`src/rtl/adc_stat_pkg.sv`:
```
// rtl/adc_stat_pkg.sv - shared widths, FSM/bin enums and the bin classifier
// Purpose: common definitions for the ADC statistics monitor.
// Ports: none (package).
package adc_stat_pkg;

  localparam int ADC_W    = 8;
  localparam int NAVG_W   = 4;
  localparam int NAVG_MAX = 10;
  localparam int SUM_W    = ADC_W + NAVG_MAX;
  localparam int HIST_W   = NAVG_MAX + 1;

  typedef enum logic [1:0] {IDLE = 2'd0, ACCUM = 2'd1, PUBLISH = 2'd2} state_t;
  typedef enum logic [1:0] {NONE = 2'd0, CENTER = 2'd1, SIDE = 2'd2} bin_class_t;

  // The difference is formed one bit wider than the codes, so |din - nbin|
  // reaches 255 at the extremes without wrapping.
  function automatic bin_class_t bin_classify(input logic signed [ADC_W-1:0] din,
                                              input logic signed [ADC_W-1:0] nbin,
                                              input logic [ADC_W-2:0]        dz);
    logic signed [ADC_W:0] diff;
    logic [ADC_W:0]        d;
    diff = {din[ADC_W-1], din} - {nbin[ADC_W-1], nbin};
    d    = diff[ADC_W] ? $unsigned(-diff) : $unsigned(diff);
    if (d <= {2'b00, dz})
      return CENTER;
    else if (d <= {1'b0, dz, 1'b1})
      return SIDE;
    else
      return NONE;
  endfunction

endpackage

```
`src/rtl/adc_stat_if.sv`:
```
// rtl/adc_stat_if.sv - sample stream and published statistics bundle
// Purpose: groups the sample stream and the snapshot outputs.
// Signals: din/din_valid (sample stream), sum_out, avg_out, hist_center,
//          hist_side, done (snapshot registers and update pulse).
// Modports: master = sample source / readback, slave = monitor.
interface adc_stat_if;
  import adc_stat_pkg::*;

  logic signed [ADC_W-1:0] din;
  logic                    din_valid;
  logic signed [SUM_W-1:0] sum_out;
  logic signed [ADC_W-1:0] avg_out;
  logic [HIST_W-1:0]       hist_center;
  logic [HIST_W-1:0]       hist_side;
  logic                    done;

  modport master (output din, din_valid,
                  input  sum_out, avg_out, hist_center, hist_side, done);
  modport slave  (input  din, din_valid,
                  output sum_out, avg_out, hist_center, hist_side, done);

endinterface

```
`src/rtl/adc_stat_hist_bin.sv`:
```
// rtl/adc_stat_hist_bin.sv - centre/side bin classifier with saturating counters
// Purpose: classifies each accepted sample against the latched centre code and
//          dead zone and counts centre and side hits for the current window.
// Ports: clk, rst (sync, active high), clr (window restart), en (sample
//        accepted), din, nbin, dz (latched config), ctr_cnt, side_cnt (counts).
module adc_stat_hist_bin
  import adc_stat_pkg::*;
(
  input  logic                    clk,
  input  logic                    rst,
  input  logic                    clr,
  input  logic                    en,
  input  logic signed [ADC_W-1:0] din,
  input  logic signed [ADC_W-1:0] nbin,
  input  logic [ADC_W-2:0]        dz,
  output logic [HIST_W-1:0]       ctr_cnt,
  output logic [HIST_W-1:0]       side_cnt
);

  localparam logic [HIST_W-1:0] CNT_MAX = '1;

  bin_class_t cls;

  always_comb cls = bin_classify(din, nbin, dz);

  // Saturation is unreachable for legal window lengths; it stays as a guard.
  always_ff @(posedge clk) begin
    if (rst || clr) begin
      ctr_cnt  <= '0;
      side_cnt <= '0;
    end else if (en) begin
      if (cls == CENTER && ctr_cnt != CNT_MAX)
        ctr_cnt <= ctr_cnt + HIST_W'(1);
      if (cls == SIDE && side_cnt != CNT_MAX)
        side_cnt <= side_cnt + HIST_W'(1);
    end
  end

endmodule

```
`src/rtl/adc_stat_monitor.sv`:
```
// rtl/adc_stat_monitor.sv - windowed sum/mean/histogram engine for one ADC slice
// Purpose: accumulates 2^Navg valid samples per window and publishes a
//          coherent snapshot (sum, mean, centre/side counts) with a done pulse.
// Ports: clk, rst (sync, active high), bus (adc_stat_if.slave: din, din_valid,
//        sum_out, avg_out, hist_center, hist_side, done), Navg, Nbin, DZ
//        (config, latched at window start).
// Optional: ADC_STAT_FREEZE_EN adds freeze (hold snapshot) and overrun (sticky).
module adc_stat_monitor
  import adc_stat_pkg::*;
(
  input  logic                    clk,
  input  logic                    rst,
  adc_stat_if.slave               bus,
  input  logic [NAVG_W-1:0]       Navg,
  input  logic signed [ADC_W-1:0] Nbin,
  input  logic [ADC_W-2:0]        DZ
`ifdef ADC_STAT_FREEZE_EN
  ,
  input  logic                    freeze,
  output logic                    overrun
`endif
);

  localparam logic [1:0] S_IDLE    = IDLE;
  localparam logic [1:0] S_ACCUM   = ACCUM;
  localparam logic [1:0] S_PUBLISH = PUBLISH;

  logic [1:0]              state;
  logic [NAVG_W-1:0]       navg_l;
  logic signed [ADC_W-1:0] nbin_l;
  logic [ADC_W-2:0]        dz_l;
  logic signed [SUM_W-1:0] acc;
  logic signed [SUM_W-1:0] acc_shr;
  logic [HIST_W-1:0]       cnt;
  logic [HIST_W-1:0]       cnt_target;
  logic [HIST_W-1:0]       ctr_cnt;
  logic [HIST_W-1:0]       side_cnt;
  logic [NAVG_W-1:0]       navg_clamped;
  logic                    sample_en;
  logic                    latch_en;
  logic                    pub_update;

  always_comb begin
    navg_clamped = (Navg > NAVG_W'(NAVG_MAX)) ? NAVG_W'(NAVG_MAX) : Navg;
    cnt_target   = HIST_W'(1) << navg_l;
    acc_shr      = acc >>> navg_l;
    sample_en    = (state == S_ACCUM) && bus.din_valid;
    latch_en     = (state == S_IDLE) || (state == S_PUBLISH);
`ifdef ADC_STAT_FREEZE_EN
    pub_update   = (state == S_PUBLISH) && !freeze;
`else
    pub_update   = (state == S_PUBLISH);
`endif
  end

  // Config is only sampled at window boundaries so a window is self-consistent.
  always_ff @(posedge clk) begin
    if (rst) begin
      navg_l <= '0;
      nbin_l <= '0;
      dz_l   <= '0;
    end else if (latch_en) begin
      navg_l <= navg_clamped;
      nbin_l <= Nbin;
      dz_l   <= DZ;
    end
  end

  always_ff @(posedge clk) begin
    if (rst) begin
      state <= S_IDLE;
      acc   <= '0;
      cnt   <= '0;
    end else begin
      case (state)
        S_IDLE:  state <= S_ACCUM;
        S_ACCUM: begin
          if (bus.din_valid) begin
            acc <= acc + $signed({{(SUM_W-ADC_W){bus.din[ADC_W-1]}}, bus.din});
            cnt <= cnt + HIST_W'(1);
            if (cnt + HIST_W'(1) == cnt_target)
              state <= S_PUBLISH;
          end
        end
        S_PUBLISH: begin
          acc   <= '0;
          cnt   <= '0;
          state <= S_ACCUM;
        end
        default: state <= S_IDLE;
      endcase
    end
  end

  always_ff @(posedge clk) begin
    if (rst) begin
      bus.sum_out     <= '0;
      bus.avg_out     <= '0;
      bus.hist_center <= '0;
      bus.hist_side   <= '0;
      bus.done        <= 1'b0;
    end else begin
      bus.done <= pub_update;
      if (pub_update) begin
        bus.sum_out     <= acc;
        bus.avg_out     <= acc_shr[ADC_W-1:0];
        bus.hist_center <= ctr_cnt;
        bus.hist_side   <= side_cnt;
      end
    end
  end

`ifdef ADC_STAT_FREEZE_EN
  // Records that at least one window result was discarded while frozen.
  always_ff @(posedge clk) begin
    if (rst)
      overrun <= 1'b0;
    else if (state == S_PUBLISH && freeze)
      overrun <= 1'b1;
  end
`endif

  adc_stat_hist_bin u_hist (
    .clk      (clk),
    .rst      (rst),
    .clr      (state == S_PUBLISH),
    .en       (sample_en),
    .din      (bus.din),
    .nbin     (nbin_l),
    .dz       (dz_l),
    .ctr_cnt  (ctr_cnt),
    .side_cnt (side_cnt)
  );

endmodule

```
`src/flat_wrapper.sv`:
```
// flat-port wrapper written by rule: the top's interface ports become plain ports
module adc_stat_monitor_flat import adc_stat_pkg::*;
  (clk, rst, Navg, Nbin, DZ, bus_din, bus_din_valid, bus_sum_out, bus_avg_out, bus_hist_center, bus_hist_side, bus_done);
  adc_stat_if bus_i ();
  input  logic clk;
  input  logic rst;
  input  logic [NAVG_W-1:0] Navg;
  input  logic signed [ADC_W-1:0] Nbin;
  input  logic [ADC_W-2:0] DZ;
  input wire logic [$bits(bus_i.din)-1:0] bus_din;
  input wire logic [$bits(bus_i.din_valid)-1:0] bus_din_valid;
  output wire logic [$bits(bus_i.sum_out)-1:0] bus_sum_out;
  output wire logic [$bits(bus_i.avg_out)-1:0] bus_avg_out;
  output wire logic [$bits(bus_i.hist_center)-1:0] bus_hist_center;
  output wire logic [$bits(bus_i.hist_side)-1:0] bus_hist_side;
  output wire logic [$bits(bus_i.done)-1:0] bus_done;
  assign bus_i.din = bus_din;
  assign bus_i.din_valid = bus_din_valid;
  assign bus_sum_out = bus_i.sum_out;
  assign bus_avg_out = bus_i.avg_out;
  assign bus_hist_center = bus_i.hist_center;
  assign bus_hist_side = bus_i.hist_side;
  assign bus_done = bus_i.done;
  adc_stat_monitor u_core (.clk(clk), .rst(rst), .bus(bus_i), .Navg(Navg), .Nbin(Nbin), .DZ(DZ));
endmodule
```
`config.mk`:
```
export PLATFORM = sky130hd
export DESIGN_NAME = adc_stat_monitor_flat
export DESIGN_NICKNAME = d
export VERILOG_FILES = /design/src/rtl/adc_stat_pkg.sv /design/src/rtl/adc_stat_if.sv /design/src/rtl/adc_stat_hist_bin.sv /design/src/rtl/adc_stat_monitor.sv /design/src/flat_wrapper.sv
export SDC_FILE = /design/constraint.sdc
export NUM_CORES = 1
export LEC_CHECK = 0
export ABC_AREA = 1
export CAP_MARGIN = 10
export CORE_ASPECT_RATIO = 1.1
export CORE_MARGIN = 3
export CORE_UTILIZATION = 58
export CTS_CLUSTER_SIZE = 25
export DETAILED_ROUTE_END_ITERATION = 12
export PLACE_DENSITY_LB_ADDON = 0.15
export SLEW_MARGIN = 5
export SYNTH_ARGS = -nofsm -noshare
export SYNTH_HDL_FRONTEND = slang
export SYNTH_SLANG_ARGS = --single-unit
```
`constraint.sdc`:
```
create_clock -name clk -period 4.2 [get_ports clk]
set_input_delay 0.84 -clock clk [delete_from_list [all_inputs] [get_ports clk]]
set_output_delay 0.84 -clock clk [all_outputs]
set_load 0.02 [all_outputs]
```
==> reports/metrics.csv <==
stage,metric,value,unit
yosys,post-synth top area cell,dfxtp_1,
final_layout,final core occ,75.8,%
clock_tree,clk sinks,121,
worst_setup_path,Critical Path Source Type,input pin,
timing,RSZ-0062 raised after global routing,false,
worst_setup_path,endpoint class of the critical path,flop,
worst_setup_path,Worst Path Buf+Inv,7,
yosys,Synth Instances,1093,
yosys,"Async S/R FF share, synth",0,%
flow_run,Max-Cap Viols,0,
route,Final ANT Viol Nets,0,
timing,final hold viol count,0,
grt,total grt overflow,0,
worst_setup_path,top cell family by delay on the critical path,buffers and inverters,
timing,Slew headroom,27.8,%
timing,Max Freq,251,MHz
floorplanning,die width,114,um
clock_tree,TritonCTS clock tree,done,
yosys,Post-synth top cells,"nand2_1, inv_1, dfxtp_1",
route,Vias/cell,5.56,
floorplanning,Die ar.,14300,um2
power_and_ir_drop,pwr dens,401,nW/um2
timing,Worst Skew,10.2,ps
yosys,Ys Warns,0,
yosys,Yosys top cell area share,32.4,%
yosys,register area share after synthesis,32.4,%
route,first-pass detailed-route iteration total,5,
grt,Total GRT Usage,27.9,%
timing,"Setup violations, final",0,
yosys,top_reg_cell synth,dfxtp_1,
place,Final GP Congestion,0.949,
route,met2 wire len,9940,um
floorplanning,Initial Util,60.8,%
route,metal1 wirelength,8520,um
worst_setup_path,Crit-path slowest cell,fa_1,
yosys,count of cell types in the netlist,47,
final_layout,final layout net count,1273,
timing,Slew @ Worst Pin,1080,ps
route,Routed wire per std cell,14.7,um
yosys,Post-synth EDFFs,0,
worst_setup_path,WP data required,4480,ps
route,metal3 WL,1100,um
final_layout,ant diodes,0,
yosys,top-count cell post-synth,nand2_1,
place,port bufs,78,
worst_setup_path,CP Cell Sequence,clkdlybuf4s50_1 > fa_1 > inv_2 > ha_2 > inv_1 > nor2_4 > buf_4 > a21oi_2 > xor2_1 > inv_1 > ha_1 > nand4_1 > or3b_2 > nand2_1 > nand2_1 > inv_4 > nand2_8 > buf_12 > nand3_2 > a21oi_2,
clock_tree,CTS Buf Count,17,
route,vias,7589,
final_layout,layout cells sized above 1,11.5,%
clock_tree,Clock H-tree levels,4,
route,drc violations,0,
floorplanning,# rows,42,
worst_setup_path,CP peak stage delay,560,ps
worst_setup_path,Crit Path Class,in -> reg,
floorplanning,I/O pins,79,
place,Detail Placement HPWL,14100,um
place,cell total after placement,1330,
floorplanning,Die Ht,125,um
worst_setup_path,CP Max Fanout,6,
yosys,dominant cells by area after synthesis,"dfxtp_1, nand2_1, o21ai_0",
final_layout,Fill cells,971,
clock_tree,clk_lat worst skew,420,ps
timing,fin. max-slew vios,0,
yosys,Post-Syn Area,7470,um2
clock_tree,Longest Clk Path Bufs,2,
grt,largest net degree at the start of global routing,39,
route,DR top layer,met4,
power_and_ir_drop,Max IR drop VDD,0.379,mV
worst_setup_path,worst path arrival time,4270,ps
clock_tree,"CTS clk-pin slew, worst paths",60,ps
power_and_ir_drop,Pleak,3.92,nW
yosys,syn avg cell area,6.84,um2
grt,initial antenna violation count,0,
final_layout,Finished Layout Cells,1365,
yosys,Yosys reg bits,121,
yosys,Post-Syn Nets,1168,
final_layout,"Area growth, synth to finish",24.7,%
clock_tree,clock root cell,clkbuf_16,
timing,min cycle time layout,3990,ps
timing,final period utilization,95.0,%
floorplanning,Core ar.,12300,um2
route,Routed WL,20000,um
grt,vias in the first global route,6914,
run_status,outcome,"complete, no violations",
worst_hold_path,Tightest Hold Check Type,reg -> reg,
route,initial DRC count,532,
grt,first-pass GRT wire length,32800,um
==> worst reg2reg max path, cell delays in order (launching register included) <==
cell and delay (ps):
dfxtp_1 380, ha_1 180, inv_2 40, fa_1 510
inv_2 50, ha_2 180, inv_1 90, nor2_4 40
buf_4 140, a21oi_2 140, xor2_1 180, inv_1 100
ha_1 300, nand4_1 70, or3b_2 440, nand2_1 80
nand2_1 80, inv_4 130, nand2_8 100, buf_12 160
nand3_2 70, a21oi_2 60
==> cells by family after synthesis <==
| logic type | synth area share, % |
|---|---|
| AO/OA/AOI/OAI | 19.0 |
| XOR/XNOR | 3.52 |
| adder cells (fa/ha/maj) | 7.74 |
| buffers and inverters | 9.33 |
| flip-flops | 32.4 |
| multiplexers | 0.268 |
| AND/OR/NAND/NOR | 27.8 |
==> where the power goes <==
group	internal [mW]	switching, mW
Sequential	1.18	0.0409
Combinational	0.450	0.633
Clock	0.842	0.588
==> stage by stage <==
stage	hold slack, ps	cell area, um2	TNS (ps)	power [mW]	setup WS (ps)
after floorplan	433	7470	0	1.92	344
after global placement	433	8640	-6040	2.23	-312
after detailed placement	436	8640	-7880	2.25	-426
after CTS	452	9210	0	3.67	3.31
after global routing	472	9320	0	3.93	27.3
final	454	9320	0	3.74	209
==> placed cells by master (no fill, tap or decap), types with 3 or more instances in the layout <==
cell / instances
nand2_2: 7
inv_6: 6
buf_4: 42
clkdlybuf4s50_1: 77
nor3_1: 12
ha_1: 41
nor2_1: 62
a21oi_2: 11
o21a_1: 7
nand2_1: 278
a21oi_1: 92
nand3_2: 17
dfxtp_1: 121
inv_2: 5
buf_12: 4
clkbuf_16: 17
nor2_2: 3
nand3_1: 49
clkinvlp_4: 3
o21ai_0: 113
nand4_1: 25
o22ai_1: 10
xor2_1: 26
xnor2_1: 4
a211oi_1: 4
nand2_4: 3
inv_1: 122
a22o_1: 3
==> final timing paths <==
kind / from / endpoint / slack, ps / cells past startpoint
hold / removal: u_core.bus.hist_center[0]$_SDFFE_PP0P_ / u_core.bus.hist_center[0]$_SDFFE_PP0P_ / 450 / 2
hold reg to reg: u_core.bus.hist_center[0]$_SDFFE_PP0P_ / u_core.bus.hist_center[0]$_SDFFE_PP0P_ / 450 / 2
setup reg to reg: u_core.nbin_l[0]$_SDFFE_PP0P_ / u_core.u_hist.side_cnt[8]$_SDFFE_PP0P_ / 540 / 21
setup / recovery: bus_din[1] / u_core.u_hist.side_cnt[8]$_SDFFE_PP0P_ / 210 / 20
==> sequential cells by signal, summed over array words and instances (netlist names), 4 cells and up <==
register	cells
u_core.dz_l	7
u_core.u_hist.side_cnt	11
u_core.bus.sum_out	18
u_core.navg_l	4
u_core.u_hist.ctr_cnt	11
u_core.bus.avg_out	8
u_core.acc	18
u_core.bus.hist_center	11
u_core.cnt	11
u_core.bus.hist_side	11
u_core.nbin_l	8
==> routing by layer <==
metal / global-route usage, % / vias to the layer above
met5: 0 / -
met4: 9.01 / 0
met3: 4.83 / 41
met2: 48.5 / 267
met1: 34.9 / 3431
li1: - / 3850
==> area by class of cell <==
cell class | instances | area (um2) | share of cell area (%)
repair buffers | 125 | 1190 | 12.8
clock inverters | 14 | 135 | 1.45
multi-input cells | 803 | 4450 | 47.7
well taps | 154 | 193 | 2.07
clock buffers | 18 | 439 | 4.71
inverters | 130 | 495 | 5.32
flip-flops and latches | 121 | 2420 | 26.0
==> repair_timing <==
action,4_1_cts,5_1_grt
setup buffers,0,1
resized for setup,0,20
hold buffers,0,0
hold endpoints to repair,0,0
endpoints found under the setup margin,0,22
(Power assumes the default switching activity.)
